--- src/rtl/period_scan_ctrl.sv ---
// period_scan_ctrl: round-robin period measurement of CHANNELS asynchronous clocks with one
// shared cycle counter, plus per-channel lock (period stability) and sticky timeout flags.
module period_scan_ctrl #(
    parameter int unsigned CHANNELS     = 4,
    parameter int unsigned CNT_WIDTH    = 16,
    parameter int unsigned TIMEOUT      = 1000,
    parameter int unsigned TOLERANCE    = 1,
    parameter int unsigned STABLE_COUNT = 3,
    localparam int unsigned SelW = (CHANNELS > 1) ? $clog2(CHANNELS) : 1
) (
    input  logic                          clk,
    input  logic                          RST,
    input  logic                          PWRDWN,
    input  logic                          enable,
    input  logic [CHANNELS-1:0]           sig_in,
    output logic [SelW-1:0]               sel,
    output logic                          busy,
    output logic                          done,
    output logic [CHANNELS*CNT_WIDTH-1:0] period_out,
    output logic [CHANNELS-1:0]           period_valid,
    output logic [CHANNELS-1:0]           locked,
    output logic [CHANNELS-1:0]           timeout_err
);

    localparam int unsigned          StW      = (STABLE_COUNT > 0) ? $clog2(STABLE_COUNT + 1) : 1;
    localparam logic [CNT_WIDTH-1:0] TimeoutC = CNT_WIDTH'(TIMEOUT);
    localparam logic [CNT_WIDTH-1:0] TolC     = CNT_WIDTH'(TOLERANCE);
    localparam logic [StW-1:0]       StableC  = StW'(STABLE_COUNT);
    localparam logic [SelW-1:0]      SelLast  = SelW'(CHANNELS - 1);

    typedef enum logic [2:0] {
        StIdle,
        StArm,
        StMeasure,
        StStore,
        StTmo,
        StNext
    } state_e;

    state_e                             state_q, state_d;
    logic [SelW-1:0]                    sel_q, sel_d;
    logic [CNT_WIDTH-1:0]               cnt_q, cnt_d;
    logic                               done_q, done_d;
    logic [CHANNELS-1:0][CNT_WIDTH-1:0] period_q, period_d;
    logic [CHANNELS-1:0]                valid_q, valid_d;
    logic [CHANNELS-1:0]                tmo_q, tmo_d;
    logic [CHANNELS-1:0][StW-1:0]       stable_q, stable_d;
    logic [CHANNELS-1:0]                s1_q, s2_q, s3_q;

    logic [CHANNELS-1:0]  rise;
    logic                 rise_sel;
    logic [CNT_WIDTH-1:0] cur_period;
    logic [CNT_WIDTH-1:0] diff;

    // Three-flop synchroniser; edge taken between the 2nd and 3rd stage.
    assign rise     = s2_q & ~s3_q;
    assign rise_sel = rise[sel_q];

    always_comb begin
        state_d    = state_q;
        sel_d      = sel_q;
        cnt_d      = cnt_q;
        done_d     = 1'b0;
        period_d   = period_q;
        valid_d    = valid_q;
        tmo_d      = tmo_q;
        stable_d   = stable_q;
        cur_period = period_q[sel_q];
        diff       = (cnt_q >= cur_period) ? (cnt_q - cur_period) : (cur_period - cnt_q);

        case (state_q)
            StIdle: begin
                if (enable) begin
                    state_d = StArm;
                    cnt_d   = '0;
                end
            end
            StArm: begin
                if (rise_sel) begin
                    state_d = StMeasure;
                    cnt_d   = CNT_WIDTH'(1);
                end else if (cnt_q == TimeoutC) begin
                    state_d = StTmo;
                end else begin
                    cnt_d = cnt_q + 1'b1;
                end
            end
            StMeasure: begin
                // A rise exactly at the timeout boundary still yields a valid period.
                if (rise_sel) begin
                    state_d = StStore;
                end else if (cnt_q == TimeoutC) begin
                    state_d = StTmo;
                end else begin
                    cnt_d = cnt_q + 1'b1;
                end
            end
            StStore: begin
                if (valid_q[sel_q] && (diff <= TolC)) begin
                    if (stable_q[sel_q] != StableC) begin
                        stable_d[sel_q] = stable_q[sel_q] + 1'b1;
                    end
                end else begin
                    stable_d[sel_q] = '0;
                end
                period_d[sel_q] = cnt_q;
                valid_d[sel_q]  = 1'b1;
                done_d          = 1'b1;
                state_d         = StNext;
            end
            StTmo: begin
                period_d[sel_q] = '0;
                valid_d[sel_q]  = 1'b0;
                stable_d[sel_q] = '0;
                tmo_d[sel_q]    = 1'b1;
                done_d          = 1'b1;
                state_d         = StNext;
            end
            StNext: begin
                sel_d   = (sel_q == SelLast) ? '0 : (sel_q + 1'b1);
                cnt_d   = '0;
                state_d = enable ? StArm : StIdle;
            end
            default: begin
                state_d = StIdle;
            end
        endcase
    end

    always_ff @(posedge clk) begin
        if (RST || PWRDWN) begin
            state_q  <= StIdle;
            sel_q    <= '0;
            cnt_q    <= '0;
            done_q   <= 1'b0;
            period_q <= '0;
            valid_q  <= '0;
            tmo_q    <= '0;
            stable_q <= '0;
            s1_q     <= '0;
            s2_q     <= '0;
            s3_q     <= '0;
        end else begin
            state_q  <= state_d;
            sel_q    <= sel_d;
            cnt_q    <= cnt_d;
            done_q   <= done_d;
            period_q <= period_d;
            valid_q  <= valid_d;
            tmo_q    <= tmo_d;
            stable_q <= stable_d;
            s1_q     <= sig_in;
            s2_q     <= s1_q;
            s3_q     <= s2_q;
        end
    end

    always_comb begin
        locked = '0;
        for (int unsigned i = 0; i < CHANNELS; i++) begin
            locked[i] = (stable_q[i] == StableC);
        end
    end

    assign sel          = sel_q;
    assign busy         = (state_q != StIdle);
    assign done         = done_q;
    assign period_out   = period_q;
    assign period_valid = valid_q;
    assign timeout_err  = tmo_q;

endmodule
--- config.mk ---
export PLATFORM = sky130hd
export DESIGN_NAME = period_scan_ctrl
export DESIGN_NICKNAME = d
export VERILOG_FILES = /design/src/rtl/period_scan_ctrl.sv
export SDC_FILE = /design/constraint.sdc
export NUM_CORES = 1
export LEC_CHECK = 0
export ABC_AREA = 0
export BUFFER_PORTS_ARGS = -buffer_cell sky130_fd_sc_hd__buf_2
export CORE_MARGIN = 2
export CORE_UTILIZATION = 53
export CTS_CLUSTER_SIZE = 40
export DETAILED_ROUTE_END_ITERATION = 10
export GPL_ROUTABILITY_DRIVEN = 0
export PLACE_DENSITY = 0.77
export SYNTH_ARGS = -nofsm -noshare
export SYNTH_HDL_FRONTEND = slang
export SYNTH_SLANG_ARGS = --single-unit
--- constraint.sdc ---
create_clock -name clk -period 4.75 [get_ports clk]
set_input_delay 1.1875 -clock clk [delete_from_list [all_inputs] [get_ports clk]]
set_output_delay 1.1875 -clock clk [all_outputs]
set_load 0.005 [all_outputs]
==> impl_summary.log, run 1 <==
[metrics] Final Critical Period: 4.45 ns
[metrics] Remaining Overflow, GRT: 0
[metrics] total setup violations reported at the end of the flow: 0
[metrics] pin count of the biggest net entering global routing: 85
[metrics] setup repair after global routing missed its margin: false
[metrics] Final Net Count: 859
[metrics] part of the total power dissipated in combinational logic: under 10%
[metrics] peak supply drop: 0.293 mV
[metrics] total number of placement rows: 40
[metrics] Static Leak: just over 3 nW
[metrics] Top FF cell, synth: dfxtp_1
[metrics] clock tree from TritonCTS: built
[metrics] count of unresolved DRC violations after routing: 0
[metrics] multi-input combinational cell area: approximately 3800 sq um
[metrics] count of distinct cell types in the synthesized netlist: between 50 and 60
[metrics] hold crit path type: register to register
[metrics] count of clock tree sinks: about 110
[metrics] count of filler cells inserted in the layout: 979
[metrics] actual slew at the worst max-slew pin: 0.904 ns
[metrics] Ys Warns: 0
[metrics] total I/O pin count: 88
[metrics] maximum clock rate: about 0.22 GHz
[metrics] commonest cells after routing, fill and taps aside: nor2_1 (123), dfxtp_1 (114), buf_2 (87), a22oi_1 (67), inv_1 (49)
[metrics] Starting Density: between 50 and 60%
[metrics] n_diodes: 0
[metrics] first-pass GRT wire length: roughly 30,000 um
[metrics] final period utilization: 93.8%
[metrics] number of setup buffers added after CTS: 0
[metrics] fraction of layout instances using a drive strength above 1: 18.9%
[metrics] wire length per cell after detailed routing: between 15 and 20 um
[metrics] asr flop ratio synth: 0%
[metrics] H-tree depth: 4
[metrics] number of standard cells after synthesis: 748
[metrics] Syn-to-layout area delta: 16.5%
[metrics] sequential element share of the synthesized area: 35.0%
[metrics] total nets after synthesis: 796
[metrics] Routed Wire Length: 18,900 um
[metrics] deepest clock path buffer count: 2
[metrics] data arrival time at the worst-slack endpoint: approximately 4.8 ns
[metrics] worst setup path class: register to register
[metrics] Sequential cell area: 2280 sq um
[metrics] Avg Cell Area, Syn: 8.72 sq um
[metrics] clock-pin slew reported for the worst setup and hold paths after clock tree synthesis: about 0.05 ns
[metrics] CTS root buffer: clkbuf_16
[metrics] number of placed instances with taps included: 939
[metrics] final number of hold-violating endpoints: 0
[metrics] Post-synth EDFFs: 0
[metrics] leading cell type in the layout, fill and taps excluded: nor2_1
[metrics] worst-case headroom to the max-slew limit: between 30% and 40%
[metrics] clock buffer count from CTS: 17
[metrics] DRT antenna net count: 0
[metrics] Startpoint Class: register
[metrics] number of hold buffers added after cts: 0
[metrics] CP max FO: 11
[metrics] total routed wire length on the met1 layer: 7800 um
[metrics] synthesized flop and latch total: about 110
[metrics] final HPWL from detailed placement: 13,300 um
[metrics] Power Density: around 300 nW/um^2
[metrics] latest clock arrival within the worst-skew pair: between 0.4 and 0.5 ns
[metrics] Vias: 6,222
[metrics] DIE AREA: 13,200 sq um
[metrics] Fin Setup TNS: 0 ns
[metrics] reported net switching power: 0.000495 W
[metrics] Critical Path Sink Type: register
[metrics] switching fraction of total power: 21.6%
[metrics] sequential fraction of design power: 42.1%
[metrics] Worst Path Required: between 5 and 6 ns
[metrics] count of TritonRoute iterations in the first routing pass: 6
[metrics] chip width: 115 um
[metrics] Post-Route Skew: ~0.0070 ns
[metrics] count of routing violations after the opening detailed-route iteration: 742
[metrics] uppermost routed layer: met4
[metrics] total track usage: 28.5%
[metrics] via count of the first global-routing pass: 5,735
[metrics] number of vias per cell: 6.41
[metrics] core outline area: 12,000 sq um
[metrics] Syn Std Cell Area: 6520 sq um
[metrics] post-cts gate resize count: 0
[metrics] routed length on met3: about 1600 um
[metrics] slack of the critical path: 0.296 ns
[metrics] share of total power in the clock network: 55.7%
[metrics] y dimension of the die: 115 um
[metrics] Detail Route met2 WL: 9070 um
[metrics] number of pins exceeding their max-slew limit in the final report: 0
[metrics] # Max-Cap Violations: 0
[metrics] Final Instance Count excl. Fillers: 971
[metrics] worst slack, placed: 0.453 ns
[metrics] initial antenna violation count: 0
[metrics] status: finished clean
[metrics] count of buffers from port buffering: 87
[metrics] cell-internal power: 0.00179 W
-- cells by family (layout without fill, tap and decap cells) --
family / count (synthesis) / count (layout) / synth area share, %
and+or+nand+nor: 253 / 253 / 18.5
DFF: 114 / 114 / 35.0
buffers and inverters: 102 / 178 / 6.18
muxes: 25 / 25 / 7.67
adders and majority gates: 41 / 41 / 8.06
AOI/OAI and AO/OA: 186 / 186 / 21.0
xor gates and xnor gates: 27 / 27 / 3.63
-- critical path, stage by stage, from the launching register on --
cell and delay (ns):
dfxtp_1 0.38, buf_4 0.26, mux4_2 0.57, ha_1 0.49
and2_1 0.27, o2111ai_1 0.17, o2111ai_1 0.25, o31a_1 0.39
mux2i_1 0.26, xor2_1 0.25, nand4_1 0.13, or4_1 0.50
nor2_1 0.27, a221o_1 0.20
-- registers in the layout, summed over array words and instances (netlist names), named ones only --
name / count
sel: 2
s3_q: 4
done: 1
s1_q: 4
timeout_err: 4
state_q: 3
cnt_q: 16
s2_q: 4
period_out: 64
stable_q: 8
-- stage by stage --
| stage | util (%) | hold slack (ns) | area (sq um) | total power, W |
|---|---|---|---|---|
| finish | 63.2 | 0.423 | 7600 | 0.00229 |
| global route | 63.2 | 0.453 | 7600 | 0.00236 |
| CTS | 63.2 | 0.428 | 7600 | 0.00229 |
| detailed placement | 58.3 | 0.415 | 7000 | 0.00103 |
| global placement | 58.3 | 0.407 | 7000 | 0.00103 |
| floorplan | - | 0.406 | 6520 | 0.00102 |
-- worst paths after layout --
check,cells past startpoint,to,slack (ns),startpoint
worst min-delay path,1,s2_q[2],0.42,s1_q[2]
worst max-delay path,13,stable_q[5],0.30,sel[1]
worst max register to register,13,stable_q[5],0.30,sel[1]
worst min register to register,1,s2_q[2],0.42,s1_q[2]
-- layout make-up --
cell class | count | share of cell area [%]
multi-input combinational | 532 | 50.5
sequential | 114 | 30.0
timing repair buffer | 97 | 6.72
clock buffer | 22 | 6.24
inverter | 49 | 2.42
tap | 147 | 2.42
clock inverter | 10 | 1.65
-- power by group through the flow --
stage	Combinational (W)	Clock (W)	Sequential (W)
after floorplan	0.0000377	0	0.000981
final	0.0000495	0.00128	0.000964
after detailed placement	0.0000479	0	0.000984
after CTS	0.0000486	0.00127	0.000964
after global routing	0.0000538	0.00134	0.000964
after global placement	0.0000467	0	0.000984
-- per-layer routing --
layer	up-vias	track usage [%]
met5	-	0
met4	0	11.2
met3	59	5.32
met2	370	46.4
met1	2974	37.6
li1	2819	-
-- cell usage after synthesis, types with 13 or more instances --
master	instances	area, sq um
nand2_1	25	93.8
xnor2_1	22	193
ha_1	38	475
a21oi_1	36	180
dfxtp_1	114	2280
nand3_1	13	65.1
a22oi_1	67	503
o21ai_0	13	65.1
inv_1	49	184
nor2_1	123	462
and2_1	24	150
clkbuf_1	38	143
mux4_2	20	450
(Power assumes the default switching activity.)
==> run 2: changes to the inputs <==
- RECOVER_POWER: default -> 50
==> impl_summary.log, run 2 (synthesis results as in run 1) <==
[metrics] y dimension of the die: 115 um (unchanged)
[metrics] Fin Setup TNS: 0 ns (unchanged)
[metrics] Final Critical Period: 4.45 ns (-0.00182 ns)
[metrics] post-cts gate resize count: 0 (unchanged)
[metrics] start point of the critical path: sel[1]
[metrics] clock buffer count from CTS: 17 (unchanged)
[metrics] Placement Cell Area: 7000 sq um (unchanged)
[metrics] WP buf/inv: 1 (unchanged)
[metrics] Static Leak: 2.95 nW (-5.0%)
[metrics] cell depth of the worst setup path: 13 (unchanged)
[metrics] Post-Layout Inst Area: 7550 sq um (-0.59%)
[metrics] max reg flops: 64 (unchanged)
[metrics] minimum hold slack: 0.424 ns (+0.000694 ns)
[metrics] worst setup path endpoint: stable_q[4]
[metrics] # Max-Cap Violations: 1 (+1)
[metrics] count of TritonRoute iterations in the first routing pass: 8 (+2)
[metrics] setup repair after global routing missed its margin: false
[metrics] worst-case headroom to the max-slew limit: -139% (-180 points)
[metrics] Syn-to-layout area delta: 15.8%
[metrics] peak supply drop: 0.294 mV (+0.32%)
[metrics] FF-to-FF path depth: 13 (unchanged)
[metrics] wire length per cell after detailed routing: 19.5 um (+0.30%)
[metrics] first-pass GRT wire length: 29,600 um (unchanged)
[metrics] Critical Path Sink Type: register
[metrics] clock tree from TritonCTS: built
[metrics] pin count of the biggest net entering global routing: 85 (unchanged)
[metrics] fraction of layout instances using a drive strength above 1: 14.8% (-4.1 points)
[metrics] deepest clock path buffer count: 2 (unchanged)
[metrics] clock-pin slew reported for the worst setup and hold paths after clock tree synthesis: 0.05 ns (about the same)
[metrics] chip width: 115 um (unchanged)
[metrics] worst slack, placed: 0.453 ns (unchanged)
[metrics] delay of the slowest cell on the worst path: 0.58 ns (about the same)
[metrics] maximum clock rate: 0.225 GHz (about the same)
[metrics] number of hold buffers added after cts: 0 (unchanged)
[metrics] Starting Density: 54.3% (unchanged)
[metrics] total number of placement rows: 40 (unchanged)
[metrics] final HPWL from detailed placement: 13,300 um (unchanged)
[metrics] core outline area: 12,000 sq um (unchanged)
[metrics] Power Density: 303 nW/um^2 (+0.64%)
[metrics] reg-to-reg slack, setup: 0.30 ns (about the same)
[metrics] Startpoint Class: register
[metrics] count of routing violations after the opening detailed-route iteration: 837 (+13%)
[metrics] actual slew at the worst max-slew pin: 3.58 ns (+2.68 ns)
[metrics] total setup violations reported at the end of the flow: 0 (unchanged)
[metrics] CTS root buffer: clkbuf_16
[metrics] origin of the worst min-delay path: s1_q[3]
[metrics] count of filler cells inserted in the layout: 1,001 (+2.2%)
[metrics] number of pins exceeding their max-slew limit in the final report: 85 (+85)
[metrics] data arrival time at the worst-slack endpoint: 4.81 ns (about the same)
[metrics] violations in the final reports: max-capacitance violations, max-slew violations
[metrics] count of clock tree sinks: 114 (unchanged)
[metrics] DIE AREA: 13,200 sq um (unchanged)
[metrics] n_diodes: 0 (unchanged)
[metrics] CP max FO: 11 (unchanged)
[metrics] Routed Wire Length: 19,000 um (+0.30%)
[metrics] worst setup path class: register to register
[metrics] total track usage: 28.5% (unchanged)
[metrics] count of buffers from port buffering: 87 (unchanged)
[metrics] commonest cells after routing, fill and taps aside: nor2_1 (123), dfxtp_1 (114), a22oi_1 (67), buf_2 (54), inv_1 (49)
[metrics] total I/O pin count: 88 (unchanged)
[metrics] Vias: 6,204 (-0.29%)
[metrics] via count of the first global-routing pass: 5,735 (unchanged)
[metrics] Remaining Overflow, GRT: 0 (unchanged)
[metrics] status: complete, but fails checks
[metrics] Worst Path Required: 5.11 ns (about the same)
[metrics] H-tree depth: 4 (unchanged)
[metrics] leading cell type in the layout, fill and taps excluded: nor2_1
[metrics] post-route total power: 0.00229 W (about the same)
[metrics] start of the worst register-to-register path: sel[1]
[metrics] latest clock arrival within the worst-skew pair: 0.42 ns (about the same)
[metrics] final period utilization: 93.7% (about the same)
[metrics] most frequent cell on the critical path: o2111ai_1
[metrics] highest-delay cell along the critical path: mux4_2
[metrics] number of vias per cell: 6.39 (-0.29%)
[metrics] kind of cell adding the most delay to the critical path: simple AND/OR/NAND/NOR gates
[metrics] number of setup buffers added after CTS: 0 (unchanged)
[metrics] Post-Route Skew: 0.00724 ns (+0.000250 ns)
[metrics] hold crit path type: register to register
[metrics] final number of hold-violating endpoints: 0 (unchanged)
[metrics] slack of the critical path: 0.298 ns (+0.00182 ns)
[metrics] Final Net Count: 859 (unchanged)
[metrics] count of unresolved DRC violations after routing: 0 (unchanged)
[metrics] ordered cell list for the critical path: buf_4, mux4_2, ha_1, and2_1, o2111ai_1, o2111ai_1, o31a_1, mux2i_1, xor2_1, nand4_1, or4_1, nor2_1, a221o_1
[metrics] initial antenna violation count: 0 (unchanged)
[metrics] DRT antenna net count: 0 (unchanged)
[metrics] worst flop-to-flop path endpoint: stable_q[4]
run 2: cell types whose count changed in the layout (fill, tap and decap cells not counted):
cell / previous run / this run
clkbuf_1: 2 / 36
buf_2: 87 / 54
and2_0: 0 / 7
and2_1: 24 / 17
buf_4: 10 / 9
run 2: report_power, final:
part           switching (W)  internal (W)
registers         0.00000399      0.000960
logic              0.0000330     0.0000158
clock network       0.000459      0.000818
run 2: metal layers:
metal / vias to the layer above / share of wire, % / global-route usage [%]
met3: 63 / 8.5 / 5.32
met1: 2980 / 41 / 37.6
met4: 0 / 2.7 / 11.2
met5: - / 0 / 0
met2: 341 / 48 / 46.4
li1: 2820 / - / -
run 2: area by class of cell:
cell class / count / area [sq um] / area share, %
Timing Repair Buffer: 97 / 465 / 6.16
Sequential cell: 114 / 2280 / 30.2
Inverter: 49 / 184 / 2.44
Multi-Input combinational cell: 532 / 3840 / 50.8
Clock inverter: 10 / 125 / 1.66
Clock buffer: 22 / 474 / 6.28
Tap cell: 147 / 184 / 2.44
run 2: worst min path at each step:
| stage | end | cells past startpoint |
|---|---|---|
| CTS | s2_q[2] | 1 |
| detailed placement | s2_q[2] | 1 |
| finish | s2_q[3] | 1 |
| floorplan | s2_q[0] | 1 |
| global route | s2_q[0] | 1 |
| global placement | s2_q[3] | 1 |
run 2: metrics by stage:
stage	cells	util (%)
floorplan	748	-
global placement	939	58.3
detailed placement	939	58.3
CTS	971	63.2
global route	971	62.9
finish	971	62.9
